## config.mk

```make
export PLATFORM = sky130hd
export DESIGN_NAME = ttt_btn_debouncer
export DESIGN_NICKNAME = d
export VERILOG_FILES = /design/src/rtl/ttt_pkg.sv /design/src/rtl/ttt_btn_debounce_ch.sv /design/src/rtl/ttt_btn_debouncer.sv
export SDC_FILE = /design/constraint.sdc
export NUM_CORES = 1
export LEC_CHECK = 0
export BUFFER_PORTS_ARGS = -buffer_cell sky130_fd_sc_hd__buf_2
export CORE_ASPECT_RATIO = 0.6
export CORE_MARGIN = 10
export CORE_UTILIZATION = 30
export DETAILED_ROUTE_END_ITERATION = 16
export GPL_TIMING_DRIVEN = 0
export PLACE_DENSITY_LB_ADDON = 0.08
export SYNTH_ARGS = -nofsm -noshare
export SYNTH_HDL_FRONTEND = slang
export SYNTH_SLANG_ARGS = --single-unit
```

## constraint.sdc

```tcl
create_clock -name Clk -period 6.6 [get_ports Clk]
set_clock_uncertainty 0.1 [all_clocks]
set_input_delay 0.99 -clock Clk [delete_from_list [all_inputs] [get_ports Clk]]
set_output_delay 0.99 -clock Clk [all_outputs]
set_load 0.05 [all_outputs]
```

## src/rtl/ttt_pkg.sv

```systemverilog
// Shared definitions for the tic-tac-toe pushbutton front end:
// channel FSM state encodings, button index constants and a small helper.
package ttt_pkg;

    // Per-channel debounce FSM states (3-bit encoding)
    typedef enum logic [2:0] {
        INI     = 3'd0,
        WQ      = 3'd1,
        SCEN_ST = 3'd2,
        HOLD    = 3'd3,
        MCEN_ST = 3'd4,
        WFR     = 3'd5
    } ch_state_t;

    // Bit positions of the board buttons inside btn_in / btn_* vectors
    localparam int unsigned BTN_UP   = 3;
    localparam int unsigned BTN_DOWN = 2;
    localparam int unsigned BTN_L    = 1;
    localparam int unsigned BTN_R    = 0;

    function automatic int unsigned max2(input int unsigned a, input int unsigned b);
        return (a > b) ? a : b;
    endfunction

endpackage

```

## src/rtl/ttt_btn_debounce_ch.sv

```systemverilog
// One pushbutton channel: 2-flop synchroniser, debounce FSM with a
// saturating counter, and registered level / press / repeat outputs.
// Optional auto-repeat is built only when BTN_AUTOREPEAT_EN is defined.
module ttt_btn_debounce_ch
    import ttt_pkg::*;
#(
    parameter int unsigned DEBOUNCE_CYCLES = 2_500_000,
    parameter int unsigned REPEAT_DELAY    = 50_000_000,
    parameter int unsigned REPEAT_PERIOD   = 10_000_000
) (
    input  logic Clk,
    input  logic reset,
    input  logic i_btn,
    output logic o_db,
    output logic o_scen,
    output logic o_mcen
);

`ifdef BTN_AUTOREPEAT_EN
    localparam int unsigned CNT_SPAN = max2(DEBOUNCE_CYCLES, max2(REPEAT_DELAY, REPEAT_PERIOD));
`else
    localparam int unsigned CNT_SPAN = DEBOUNCE_CYCLES;
    // Repeat timing has no effect without auto-repeat
    localparam int unsigned unused_repeat_cfg = REPEAT_DELAY + REPEAT_PERIOD;
`endif
    localparam int unsigned CNT_W = $clog2(CNT_SPAN) + 1;

    logic             r_sync1;
    logic             r_sync2;
    ch_state_t        r_state;
    ch_state_t        w_next_state;
    logic [CNT_W-1:0] r_cnt;
    logic [CNT_W-1:0] w_cnt_next;
    logic             w_cnt_inc;
    logic             w_btn_s;
    logic             w_db_done;
    logic             r_db;
    logic             r_scen;
    logic             r_mcen;

    assign w_btn_s   = r_sync2;
    assign w_db_done = (r_cnt == CNT_W'(DEBOUNCE_CYCLES - 1));

`ifdef BTN_AUTOREPEAT_EN
    logic             r_first;
    logic             w_rpt_done;

    // First interval after a press is the long delay, later ones the period
    assign w_rpt_done = r_first ? (r_cnt == CNT_W'(REPEAT_DELAY - 1))
                                : (r_cnt == CNT_W'(REPEAT_PERIOD - 1));

    // Track whether the next repeat interval is the initial delay
    always_ff @(posedge Clk or posedge reset) begin
        if (reset) begin
            r_first <= 1'b0;
        end else if (w_next_state == SCEN_ST) begin
            r_first <= 1'b1;
        end else if (w_next_state == MCEN_ST) begin
            r_first <= 1'b0;
        end
    end
`endif

    // Bring the asynchronous pin into the clock domain
    always_ff @(posedge Clk or posedge reset) begin
        if (reset) begin
            r_sync1 <= 1'b0;
            r_sync2 <= 1'b0;
        end else begin
            r_sync1 <= i_btn;
            r_sync2 <= r_sync1;
        end
    end

    // Next-state decision for the debounce FSM
    always_comb begin
        w_next_state = r_state;
        w_cnt_inc    = 1'b0;
        unique case (r_state)
            INI: begin
                if (w_btn_s) w_next_state = WQ;
            end
            WQ: begin
                if (!w_btn_s)      w_next_state = INI;
                else if (w_db_done) w_next_state = SCEN_ST;
                else               w_cnt_inc    = 1'b1;
            end
            SCEN_ST: begin
                w_next_state = HOLD;
            end
            HOLD: begin
                if (!w_btn_s)       w_next_state = WFR;
`ifdef BTN_AUTOREPEAT_EN
                else if (w_rpt_done) w_next_state = MCEN_ST;
`endif
                else                w_cnt_inc    = 1'b1;
            end
            MCEN_ST: begin
                w_next_state = HOLD;
            end
            WFR: begin
                if (w_btn_s)        w_next_state = HOLD;
                else if (w_db_done) w_next_state = INI;
                else                w_cnt_inc    = 1'b1;
            end
            default: begin
                w_next_state = INI;
            end
        endcase
    end

    // Counter clears on any state change and saturates instead of wrapping
    always_comb begin
        w_cnt_next = r_cnt;
        if (w_next_state != r_state) begin
            w_cnt_next = '0;
        end else if (w_cnt_inc && (r_cnt != {CNT_W{1'b1}})) begin
            w_cnt_next = r_cnt + CNT_W'(1);
        end
    end

    // State, counter and output registers (outputs decoded from next state)
    always_ff @(posedge Clk or posedge reset) begin
        if (reset) begin
            r_state <= INI;
            r_cnt   <= '0;
            r_db    <= 1'b0;
            r_scen  <= 1'b0;
            r_mcen  <= 1'b0;
        end else begin
            r_state <= w_next_state;
            r_cnt   <= w_cnt_next;
            r_db    <= (w_next_state != INI) && (w_next_state != WQ);
            r_scen  <= (w_next_state == SCEN_ST);
`ifdef BTN_AUTOREPEAT_EN
            r_mcen  <= (w_next_state == SCEN_ST) || (w_next_state == MCEN_ST);
`else
            r_mcen  <= (w_next_state == SCEN_ST);
`endif
        end
    end

    assign o_db   = r_db;
    assign o_scen = r_scen;
    assign o_mcen = r_mcen;

endmodule

```

## src/rtl/ttt_btn_debouncer.sv

```systemverilog
// Pushbutton conditioner for the tic-tac-toe game: N_BTNS independent
// debounce channels (bit3..0 = UP, DOWN, L, R) producing debounced level,
// single press pulse and multi-pulse (auto-repeat) enables.
// Auto-repeat is enabled by defining BTN_AUTOREPEAT_EN.
module ttt_btn_debouncer
    import ttt_pkg::*;
#(
    parameter int unsigned N_BTNS          = 4,
    parameter int unsigned DEBOUNCE_CYCLES = 2_500_000,
    parameter int unsigned REPEAT_DELAY    = 50_000_000,
    parameter int unsigned REPEAT_PERIOD   = 10_000_000
) (
    input  logic              Clk,
    input  logic              reset,
    input  logic [N_BTNS-1:0] btn_in,
    output logic [N_BTNS-1:0] btn_db,
    output logic [N_BTNS-1:0] btn_scen,
    output logic [N_BTNS-1:0] btn_mcen
);

    // One fully independent channel per button
    for (genvar g = 0; g < int'(N_BTNS); g++) begin : g_ch
        ttt_btn_debounce_ch #(
            .DEBOUNCE_CYCLES (DEBOUNCE_CYCLES),
            .REPEAT_DELAY    (REPEAT_DELAY),
            .REPEAT_PERIOD   (REPEAT_PERIOD)
        ) u_ch (
            .Clk    (Clk),
            .reset  (reset),
            .i_btn  (btn_in[g]),
            .o_db   (btn_db[g]),
            .o_scen (btn_scen[g]),
            .o_mcen (btn_mcen[g])
        );
    end

endmodule

```

Yosys cells after proc, flatten, opt, wreduce, memory -nomap -nowiden. Cells that the tools add are included.

$add $sub $neg: 4. Multipliers: 0. Divide/modulo/power cells: 0. Magnitude comparators: 0. Eq/ne operators: 40. Shift-type cells: 0. Multiplexer cells: 56. Bitwise operators: 0. Reduce and logical (&&, ||, !) cells: 24.

Operators by type and width (number): $mux 23 (8); $add 23x1->23 const B (4); $eq 23x22->1 const B (4); $ne 23x23->1 const B (4); $mux 3 (24); $pmux 3 s5 (4); $eq 3x2->1 const B (12); $eq 3x3->1 const B (8); $mux 1 (16); $eq 3x1->1 const B (4); $logic_not 3->1 (4); $ne 3x1->1 const B (4); $ne 3x3->1 (4); $pmux 1 s3 (4); $reduce_bool 3->1 (4); $logic_and 1x1->1 (8); $reduce_bool 2->1 (4); $reduce_or 2->1 (4).

Register bits after elaboration: 120. Bits in latches: 0. RAM bits: 0. Memory bits (read-only): 0. Bits of input ports: 6. Output and inout bits: 12. Logic and storage cells: 148. Memories: 0.

Logic depth before layout (Yosys ltp). Gate-level depths: netlist of run 1.

Word-level depth: 7. Gate-level depth with buffers: 10. Gate-level depth less buffers: 7.

Hierarchy. Synthesis of run 1 repeated with hierarchy kept, for this count alone.

Cells, all modules: 752. Area, all modules: 7307.0 µm².

By module, submodules not included: ttt_btn_debounce_ch (instances 4, cells each 188, area each 1826.8 µm², seq. area each 750.7 µm²).

Least setup slack after synthesis of run 1. No wires, ideal clock.

Path kind: register to register. From: register g_ch[2].u_ch.r_cnt[0]. To: register g_ch[2].u_ch.r_cnt[17]. Library setup time: 0.066 ns. Arrival time: 2.238 ns. Data required time: 6.434 ns. Setup slack: 4.196 ns. Cell stages (with the launch flop): 9. Buffers on the path: 1. Clock period less this slack: 2.404 ns. Cells stage by stage: dfrtp_1 > ha_1 > and3_1 > and3_1 > and4_1 > clkbuf_1 > or4_1 > or4_1 > nand2_1.

Cells in the longest elaborated chain, start to end: 6. Elaborated cells between the ends (all ways): 17. Those cells by class: add/sub: 1; eq/ne: 3; mux: 11; reduce/logical: 2.

Ends and longest elaborated chain: start: declaration (RTL line ttt_btn_debounce_ch.sv:32) `logic [CNT_W-1:0] r_cnt;`; start signal: assignment (RTL line ttt_btn_debounce_ch.sv:132) `r_cnt <= w_cnt_next;`; $eq 23x22->1 (RTL line ttt_btn_debounce_ch.sv:42) `assign w_db_done = (r_cnt == CNT_W'(DEBOUNCE_CYCLES - 1));`; $mux 3 (tied with other cells) (RTL line ttt_btn_debounce_ch.sv:103) `else if (w_db_done) w_next_state = INI;`; $mux 3 (tied with other cells) (RTL line ttt_btn_debounce_ch.sv:102) `if (w_btn_s) w_next_state = HOLD;`; $pmux 3 s5 or $pmux 1 s3 (tied branches) (RTL line ttt_btn_debounce_ch.sv:79) `unique case (r_state)`; $ne 3x3->1 or $logic_and 1x1->1 (tied branches) (RTL line ttt_btn_debounce_ch.sv:115, ttt_btn_debounce_ch.sv:117); $mux 23 or $reduce_bool 2->1 (tied branches).

Parallel ways exist; a longest one is shown, timed or not. The select of a mux whose other input is x is not followed. A chain may end at the register's enable or synchronous reset.

Worst setup path after layout of run 1.
From: register g_ch[1].u_ch.r_cnt[12]. To: register g_ch[1].u_ch.r_cnt[8].

Cells in the longest elaborated chain, start to end: 6. Elaborated cells between the ends (all ways): 15. Those cells by class: eq/ne: 3; mux: 10; reduce/logical: 2.

Ends and longest elaborated chain (RTL line): start: declaration (ttt_btn_debounce_ch.sv:32); start signal: assignment (ttt_btn_debounce_ch.sv:132); $eq 23x22->1 (ttt_btn_debounce_ch.sv:42); $mux 3 (tied with other cells) (ttt_btn_debounce_ch.sv:103); $mux 3 (tied with other cells) (ttt_btn_debounce_ch.sv:102); $pmux 3 s5 or $pmux 1 s3 (tied branches) (ttt_btn_debounce_ch.sv:79); $ne 3x3->1 or $logic_and 1x1->1 (tied branches) (ttt_btn_debounce_ch.sv:115, ttt_btn_debounce_ch.sv:117); $mux 23 or $reduce_bool 2->1 (tied branches).

Parallel ways exist; a longest one is shown, timed or not.

==> metrics.txt, run 1 <==
crit-path cells=nor4b_1 > nand4b_1 > o21ai_2 > a21oi_1 > clkbuf_1 > nand4_1 > mux2i_1; global route overflow=0; Layout Area Growth over Synthesis=16.04%; largest net degree at the start of global routing=92; outcome=complete, no violations; RSZ-0062 raised after global routing=false; Seq/Total Area, Yosys=0.4340; gpl congestion=0.8762; DRT Wirelength=between 15,000 and 20,000 um; CORE AREA=~22,000 um^2; async set-reset flop share out of synthesis=1.000; initial core utilization=0.3098; first-pass GRT wire length=approximately 30,000 um; Tmin final=3125 ps; worst path bufs/invs=1; Max H-tree Level=4; worst-path fanout max=10; number of buffers created by CTS=17; die area=29,740 um^2; # hold bufs at CTS=0; setup slack after layout=around 3500 ps; Worst Setup EP=g_ch[1].u_ch.r_cnt[8]; Reg-to-Reg End=g_ch[1].u_ch.r_cnt[8]; number of post-CTS setup repair buffers=0; total power=0.001798 W; First DRT Iteration DRCs=just over 500; first-pass iteration count of the detailed router=6; Tot GR Track Use=0.1277; Warnings, synthesis=0; Rows=42; nets=between 700 and 800; Final Hold Vio Count=0; Post-synth EDFFs=0; met2 global-route usage=0.1595; Synth Register Bits=between 100 and 150; slew at the pin closest to its max-slew limit=1092 ps; Final period util=0.4735; pwr dens=between 200 and 250 nW/um^2; clock sinks=120; Port Buffers=17; Worst Setup Start Kind=register; Synthesized Nets=about 750; DRC violations left=0; Avg Cell Area, Syn=9.300 um^2; Die Wd=roughly 220 um; met1 global-route usage=0.2009; vias=roughly 6,000; vias per inst=around 5.4; fmax=320.0 MHz; initial antenna violation count=0; Worst IR Drop VDD=about 0.14 mV; CTS tree=done; synthesized cell area=6919 um^2; delay-heaviest family, CP=simple AND/OR/NAND/NOR gates; Setup TNS Final=0 ps; met3 Use GR=0.03591; Crit path depth=7; FF-to-FF Start=g_ch[1].u_ch.r_cnt[12]; CP Launch Point=g_ch[1].u_ch.r_cnt[12]; Clk pin slew, worst setup/hold paths=approximately 60 ps; critical path class=reg -> reg; Primary FF master, synth=dfrtp_1; Slew HR=0.2616; busiest metal layer after global routing=met1; Leak=3.273 nW; clk root buf=clkbuf_16; WL/cell=about 17 um; vias in the first global route=5,463; hpwl dp=about 13,000 um; Critical Path End Type=register; hold slack final=255.3 ps; Place WS=approximately 3700 ps; max-cap violations=0; Post-Synthesis Cells=about 740; clk_lat worst skew=approximately 420 ps; post-CTS sizing=0; Hold Crit Class=reg -> reg; synth unique cells=74; fin. max-slew vios=0; critical path required time=6840 ps; Final ANT Viol Nets=0; clock buffer depth=2; flop2flop setup slack=3470 ps; CP arrival=~3400 ps; fillers=around 2,200; commonest cells after routing, fill and taps aside=dfrtp_1 (120), nand2_1 (90), nor2_1 (55); Worst path max stage delay=960 ps; FF-to-FF path depth=7; n_diodes=0; Ports=18; DIE HEIGHT=~140 um; # setup viols final=0; most common cell after layout, fill and taps aside=dfrtp_1; slowest CP cell=nor4b_1; fraction of layout cells with a size suffix above 1=0.1373
==> kinds of logic after synthesis <==
group / after synthesis / synth area share
AND/OR/NAND/NOR: 371 / 0.2991
AO/OA/AOI/OAI: 143 / 0.1494
flip-flops: 120 / 0.4340
buffers and inverters: 57 / 0.04358
XOR/XNOR: 24 / 0.03038
multiplexers: 21 / 0.03056
adder cells (fa/ha/maj): 8 / 0.01302
==> synth_stat cells (6+ instances only) <==
cell type | instances | share of area
mux2i_1 | 20 | 0.029
xnor2_1 | 20 | 0.025
clkbuf_1 | 16 | 0.0087
o21ai_0 | 21 | 0.015
nand2_1 | 90 | 0.049
nand2b_1 | 8 | 0.0072
nand4_1 | 32 | 0.029
and4_1 | 15 | 0.019
inv_1 | 16 | 0.0087
and2_1 | 15 | 0.014
and3_1 | 18 | 0.016
dfrtp_1 | 120 | 0.43
buf_2 | 6 | 0.0043
o21a_1 | 7 | 0.0076
o31ai_1 | 11 | 0.012
nor2_1 | 55 | 0.030
a21oi_1 | 41 | 0.030
nor4_1 | 7 | 0.0063
nor3_1 | 11 | 0.0080
nor4b_1 | 14 | 0.018
or4_1 | 10 | 0.011
nand3_1 | 51 | 0.037
a211oi_1 | 13 | 0.014
or3_1 | 17 | 0.015
buf_4 | 15 | 0.016
==> metrics by stage <==
step / instances / instance area, um^2 / util
after floorplan: 744 / 6919 / -
after global placement: 1069 / 7390 / 0.3309
after detailed placement: 1070 / 7422 / 0.3323
after CTS: 1102 / 8029 / 0.3595
after global routing: 1102 / 8029 / 0.3595
final: 1102 / 8029 / 0.3595
==> where the power goes <==
group / total [W] / leakage [nW] / internal, W / switching, W
combinational: 0.0000804 / 1.34 / 0.0000220 / 0.0000585
clock: 0.000964 / 0.292 / 0.000611 / 0.000353
sequential: 0.000753 / 1.64 / 0.000744 / 0.00000880
total: 0.00180 / 3.27 / 0.00138 / 0.000420
==> worst min path at each step <==
stage               cells after the start                 start                    to
global placement                        0  g_ch[3].u_ch.r_sync1  g_ch[3].u_ch.r_sync2
global route                            0  g_ch[0].u_ch.r_sync1  g_ch[0].u_ch.r_sync2
finish                                  0  g_ch[1].u_ch.r_sync1  g_ch[1].u_ch.r_sync2
detailed placement                      0  g_ch[0].u_ch.r_sync1  g_ch[0].u_ch.r_sync2
CTS                                     0  g_ch[1].u_ch.r_sync1  g_ch[1].u_ch.r_sync2
floorplan                               0  g_ch[0].u_ch.r_sync1  g_ch[0].u_ch.r_sync2
==> area by class of cell <==
| type | instances | area [um^2] | area share |
|---|---|---|---|
| clock buffer | 20 | 456.7 | 0.05688 |
| buffer | 41 | 241.5 | 0.03008 |
| sequential | 120 | 3003 | 0.3740 |
| multi-input combinational | 567 | 3615 | 0.4502 |
| timing repair buffer | 18 | 112.6 | 0.01403 |
| clock inverter | 12 | 150.1 | 0.01870 |
| inverter | 16 | 65.06 | 0.008103 |
| tap | 308 | 385.4 | 0.04800 |
==> state kept, by name (all words and copies together) (netlist names) <==
name               count
g_ch.u_ch.o_scen       4
g_ch.u_ch.r_cnt       92
g_ch.u_ch.r_state     12
g_ch.u_ch.r_sync1      4
g_ch.u_ch.r_sync2      4
g_ch.u_ch.o_db         4
==> metal layers <==
metal	vias to the layer above	part of all wire
li1	2845	-
met4	0	0.0086
met2	149	0.37
met5	-	0
met1	2941	0.56
met3	16	0.059
No activity file was read; power rests on OpenSTA's default activity.
==> run 2: changes to the inputs <==
Settings changed: ABC_AREA set to 1.
Clock period 6.6 ns to 2.8 ns, I/O delays scaled along.
==> metrics.txt, run 2 <==
Worst IR Drop VDD=0.2835 mV (+97%); DIE HEIGHT=144.4 um (+4.9%); first-pass GRT wire length=34,100 um (+12%); synth unique cells=41 (-45%); DRT Wirelength=20,280 um (+9.6%); Post-Synthesis Cells=1,107 (+49%); post-synth top area cell=dfrtp_1; placed cells=1,456 (+36%); max reg flops=92 (unchanged); Avg Cell Area, Syn=6.993 um^2 (-25%); Synth Area in Simple Gates=0.4322 (+0.1331); clk root buf=clkbuf_16; Max H-tree Level=4 (unchanged); fraction of layout cells with a size suffix above 1=0.1443 (+0.007050); setup slack after layout=505.2 ps (-2969 ps); First DRT Iteration DRCs=484 (-5.1%); Final Hold Vio Count=0 (unchanged); Rows=45 (+7.1%); Tmin final=2295 ps (-830.6 ps); Clk pin slew, worst setup/hold paths=60 ps (about the same); top cell type's share of synthesized area=0.3879 (-0.04609); n_diodes=0 (unchanged); CTS tree=done; XOR/XNOR share of the synthesized area=0.008890 (-0.02149); Slew HR=0.5599 (+0.2983); Synthesized Nets=1,117 (+48%); initial antenna violation count=0 (unchanged); Die Wd=227.4 um (+5.2%); vias=6,928 (+16%); Port Buffers=17 (unchanged); fin. max-slew vios=0 (unchanged); nets=1,161 (+47%); die area=32,840 um^2 (+10%); WL/cell=13.58 um (-19%); Synth Register Bits=120 (unchanged); largest cells by area after synthesis=dfrtp_1 (39%), nand2_1 (15%), nor2_1 (7.8%); number of buffers created by CTS=17 (unchanged); vias in the first global route=6,429 (+18%); vias per inst=4.640 (-14%); FF-to-FF path depth=11 (+4); hpwl dp=14,890 um (+12%); clock sinks=120 (unchanged); slew at the pin closest to its max-slew limit=658.7 ps (-433.5 ps); pwr dens=518.8 nW/um^2 (+130%); commonest cells in the synthesized netlist=nand2_1 (300), nor2_1 (161), inv_1 (145); final cell count without fillers=1,493 (+35%); RSZ-0062 raised after global routing=false; global route overflow=0 (unchanged); max-cap violations=0 (unchanged); Ports=18 (unchanged); DRC violations left=0 (unchanged); CP arrival=2520 ps (-850 ps); # setup viols final=0 (unchanged); Reg-to-Reg End=g_ch[3].u_ch.r_cnt[5]; fmax=435.8 MHz (+36%); Post-synth EDFFs=0 (unchanged); synthesized-area fraction occupied by adder cells=0.006465 (-0.006555); Worst Hold Depth=0 (unchanged); Final ANT Viol Nets=0 (unchanged); Critical Path End Type=register; initial core utilization=0.3055 (-0.004273); largest net degree at the start of global routing=38 (-59%); clock buffer depth=2 (unchanged); Hold Crit Class=reg -> reg; worst-path fanout max=10 (unchanged); Worst Setup Start Kind=register; Final period util=0.8196 (+0.3460); first-pass iteration count of the detailed router=5 (-1); Seq/Total Area, Yosys=0.3879 (-0.04609); Primary FF master, synth=dfrtp_1; mux cell area share after synthesis=0 (-0.03056); most common cell in the netlist=nand2_1; area of the multi-input gates=3842 um^2 (+6.3%); CORE AREA=25,340 um^2 (+13%); outcome=complete, no violations; Layout Area Growth over Synthesis=15.94% (about the same); critical path required time=3030 ps (-3810 ps); worst hold start=g_ch[0].u_ch.r_sync1; gpl congestion=0.8317 (-5.1%); most common cell after layout, fill and taps aside=nand2_1; Warnings, synthesis=0 (unchanged); commonest cells after routing, fill and taps aside=nand2_1 (300), nor2_1 (161), inv_1 (144); sequential cell area=3003 um^2 (unchanged); post-CTS sizing=0 (unchanged); Place WS=513.7 ps (-3141 ps); clk_lat worst skew=440 ps (+20 ps); area fraction in compound gates after synthesis=0.04881 (-0.1006); synthesized cell area=7741 um^2 (+12%); post-layout util=0.3542 (-0.005274); Leak=4.150 nW (+27%); FF-to-FF Start=g_ch[3].u_ch.r_cnt[0]; Tot GR Track Use=0.1324 (+0.004704); main combinational cell family by area after synthesis=simple AND/OR/NAND/NOR gates; Top Registers=g_ch.u_ch.r_cnt: 92 flops, g_ch.u_ch.r_state: 12 flops; async set-reset flop share out of synthesis=1.000 (unchanged); Endpoint, Worst Hold=g_ch[0].u_ch.r_sync2; total power=0.004656 W (+160%); fillers=2,707 (+21%); Setup TNS Final=0 ps (unchanged); flop2flop setup slack=510 ps (-2970 ps); critical path class=reg -> reg; Largest Register=g_ch.u_ch.r_cnt
==> run 2: cells by family (layout without fill, tap and decap cells) <==
group,count (synthesis),after routing
and+or+nand+nor,728,728
buffers and inverters,196,253
DFF,120,120
AOI/OAI and AO/OA,52,52
xor gates and xnor gates,7,7
adders and majority gates,4,4
==> run 2: layer usage <==
layer  vias to the layer above  routed length [um]  track usage
met4                         0                 305      0.05237
met3                        23                 934      0.03054
li1                       3624                   -            -
met1                      3149               11690       0.2039
met2                       132                7351       0.1681
met5                         -                   0            0
==> run 2: critical path, stage by stage (launching register included) <==
cell	delay, ps
dfrtp_1	400
ha_1	220
nand2_1	120
nor2_2	210
nand4_1	140
nor2_2	210
nand3_2	150
clkbuf_1	310
nand3_1	170
nand2_1	50
nand2_1	50
nor2_1	50
==> run 2: report_power, final <==
part	internal, W	switching (W)
registers	0.00177	0.0000343
logic	0.000159	0.000341
clock network	0.00145	0.000902
total	0.00338	0.00128
==> run 2: area by class of cell <==
class	count	area share
Sequential cell	120	0.3346
Tap cell	329	0.04587
Inverter	153	0.06455
Clock buffer	19	0.05047
Clock inverter	13	0.01896
Multi-Input combinational cell	791	0.4281
Buffer	43	0.03569
Timing Repair Buffer	25	0.02175
==> run 2: through the flow <==
step	hold WS [ps]	cell area (um^2)
global placement	242.1	8242
floorplan	231.2	7745
CTS	254.5	8975
finish	252.6	8975
global route	265.3	8975
detailed placement	240.9	8302
==> run 2: how the worst max path moves through the flow <==
stage	from	end	slack, ps	cells after the start
after floorplan	reset	g_ch[0].u_ch.o_db	810	1
after global placement	reset	g_ch[3].u_ch.r_state[2]	-260	2
after detailed placement	g_ch[3].u_ch.r_cnt[0]	g_ch[3].u_ch.r_cnt[5]	510	11
after CTS	g_ch[3].u_ch.r_cnt[0]	g_ch[3].u_ch.r_cnt[5]	490	11
after global routing	g_ch[3].u_ch.r_cnt[0]	g_ch[3].u_ch.r_cnt[11]	250	11
final	g_ch[3].u_ch.r_cnt[0]	g_ch[3].u_ch.r_cnt[5]	510	11
==> run 2: timing repair <==
action	4_1_cts	5_1_grt
hold endpoints to repair	30	0
setup endpoints to repair	0	0
setup buffers	0	0
hold buffers	5	0
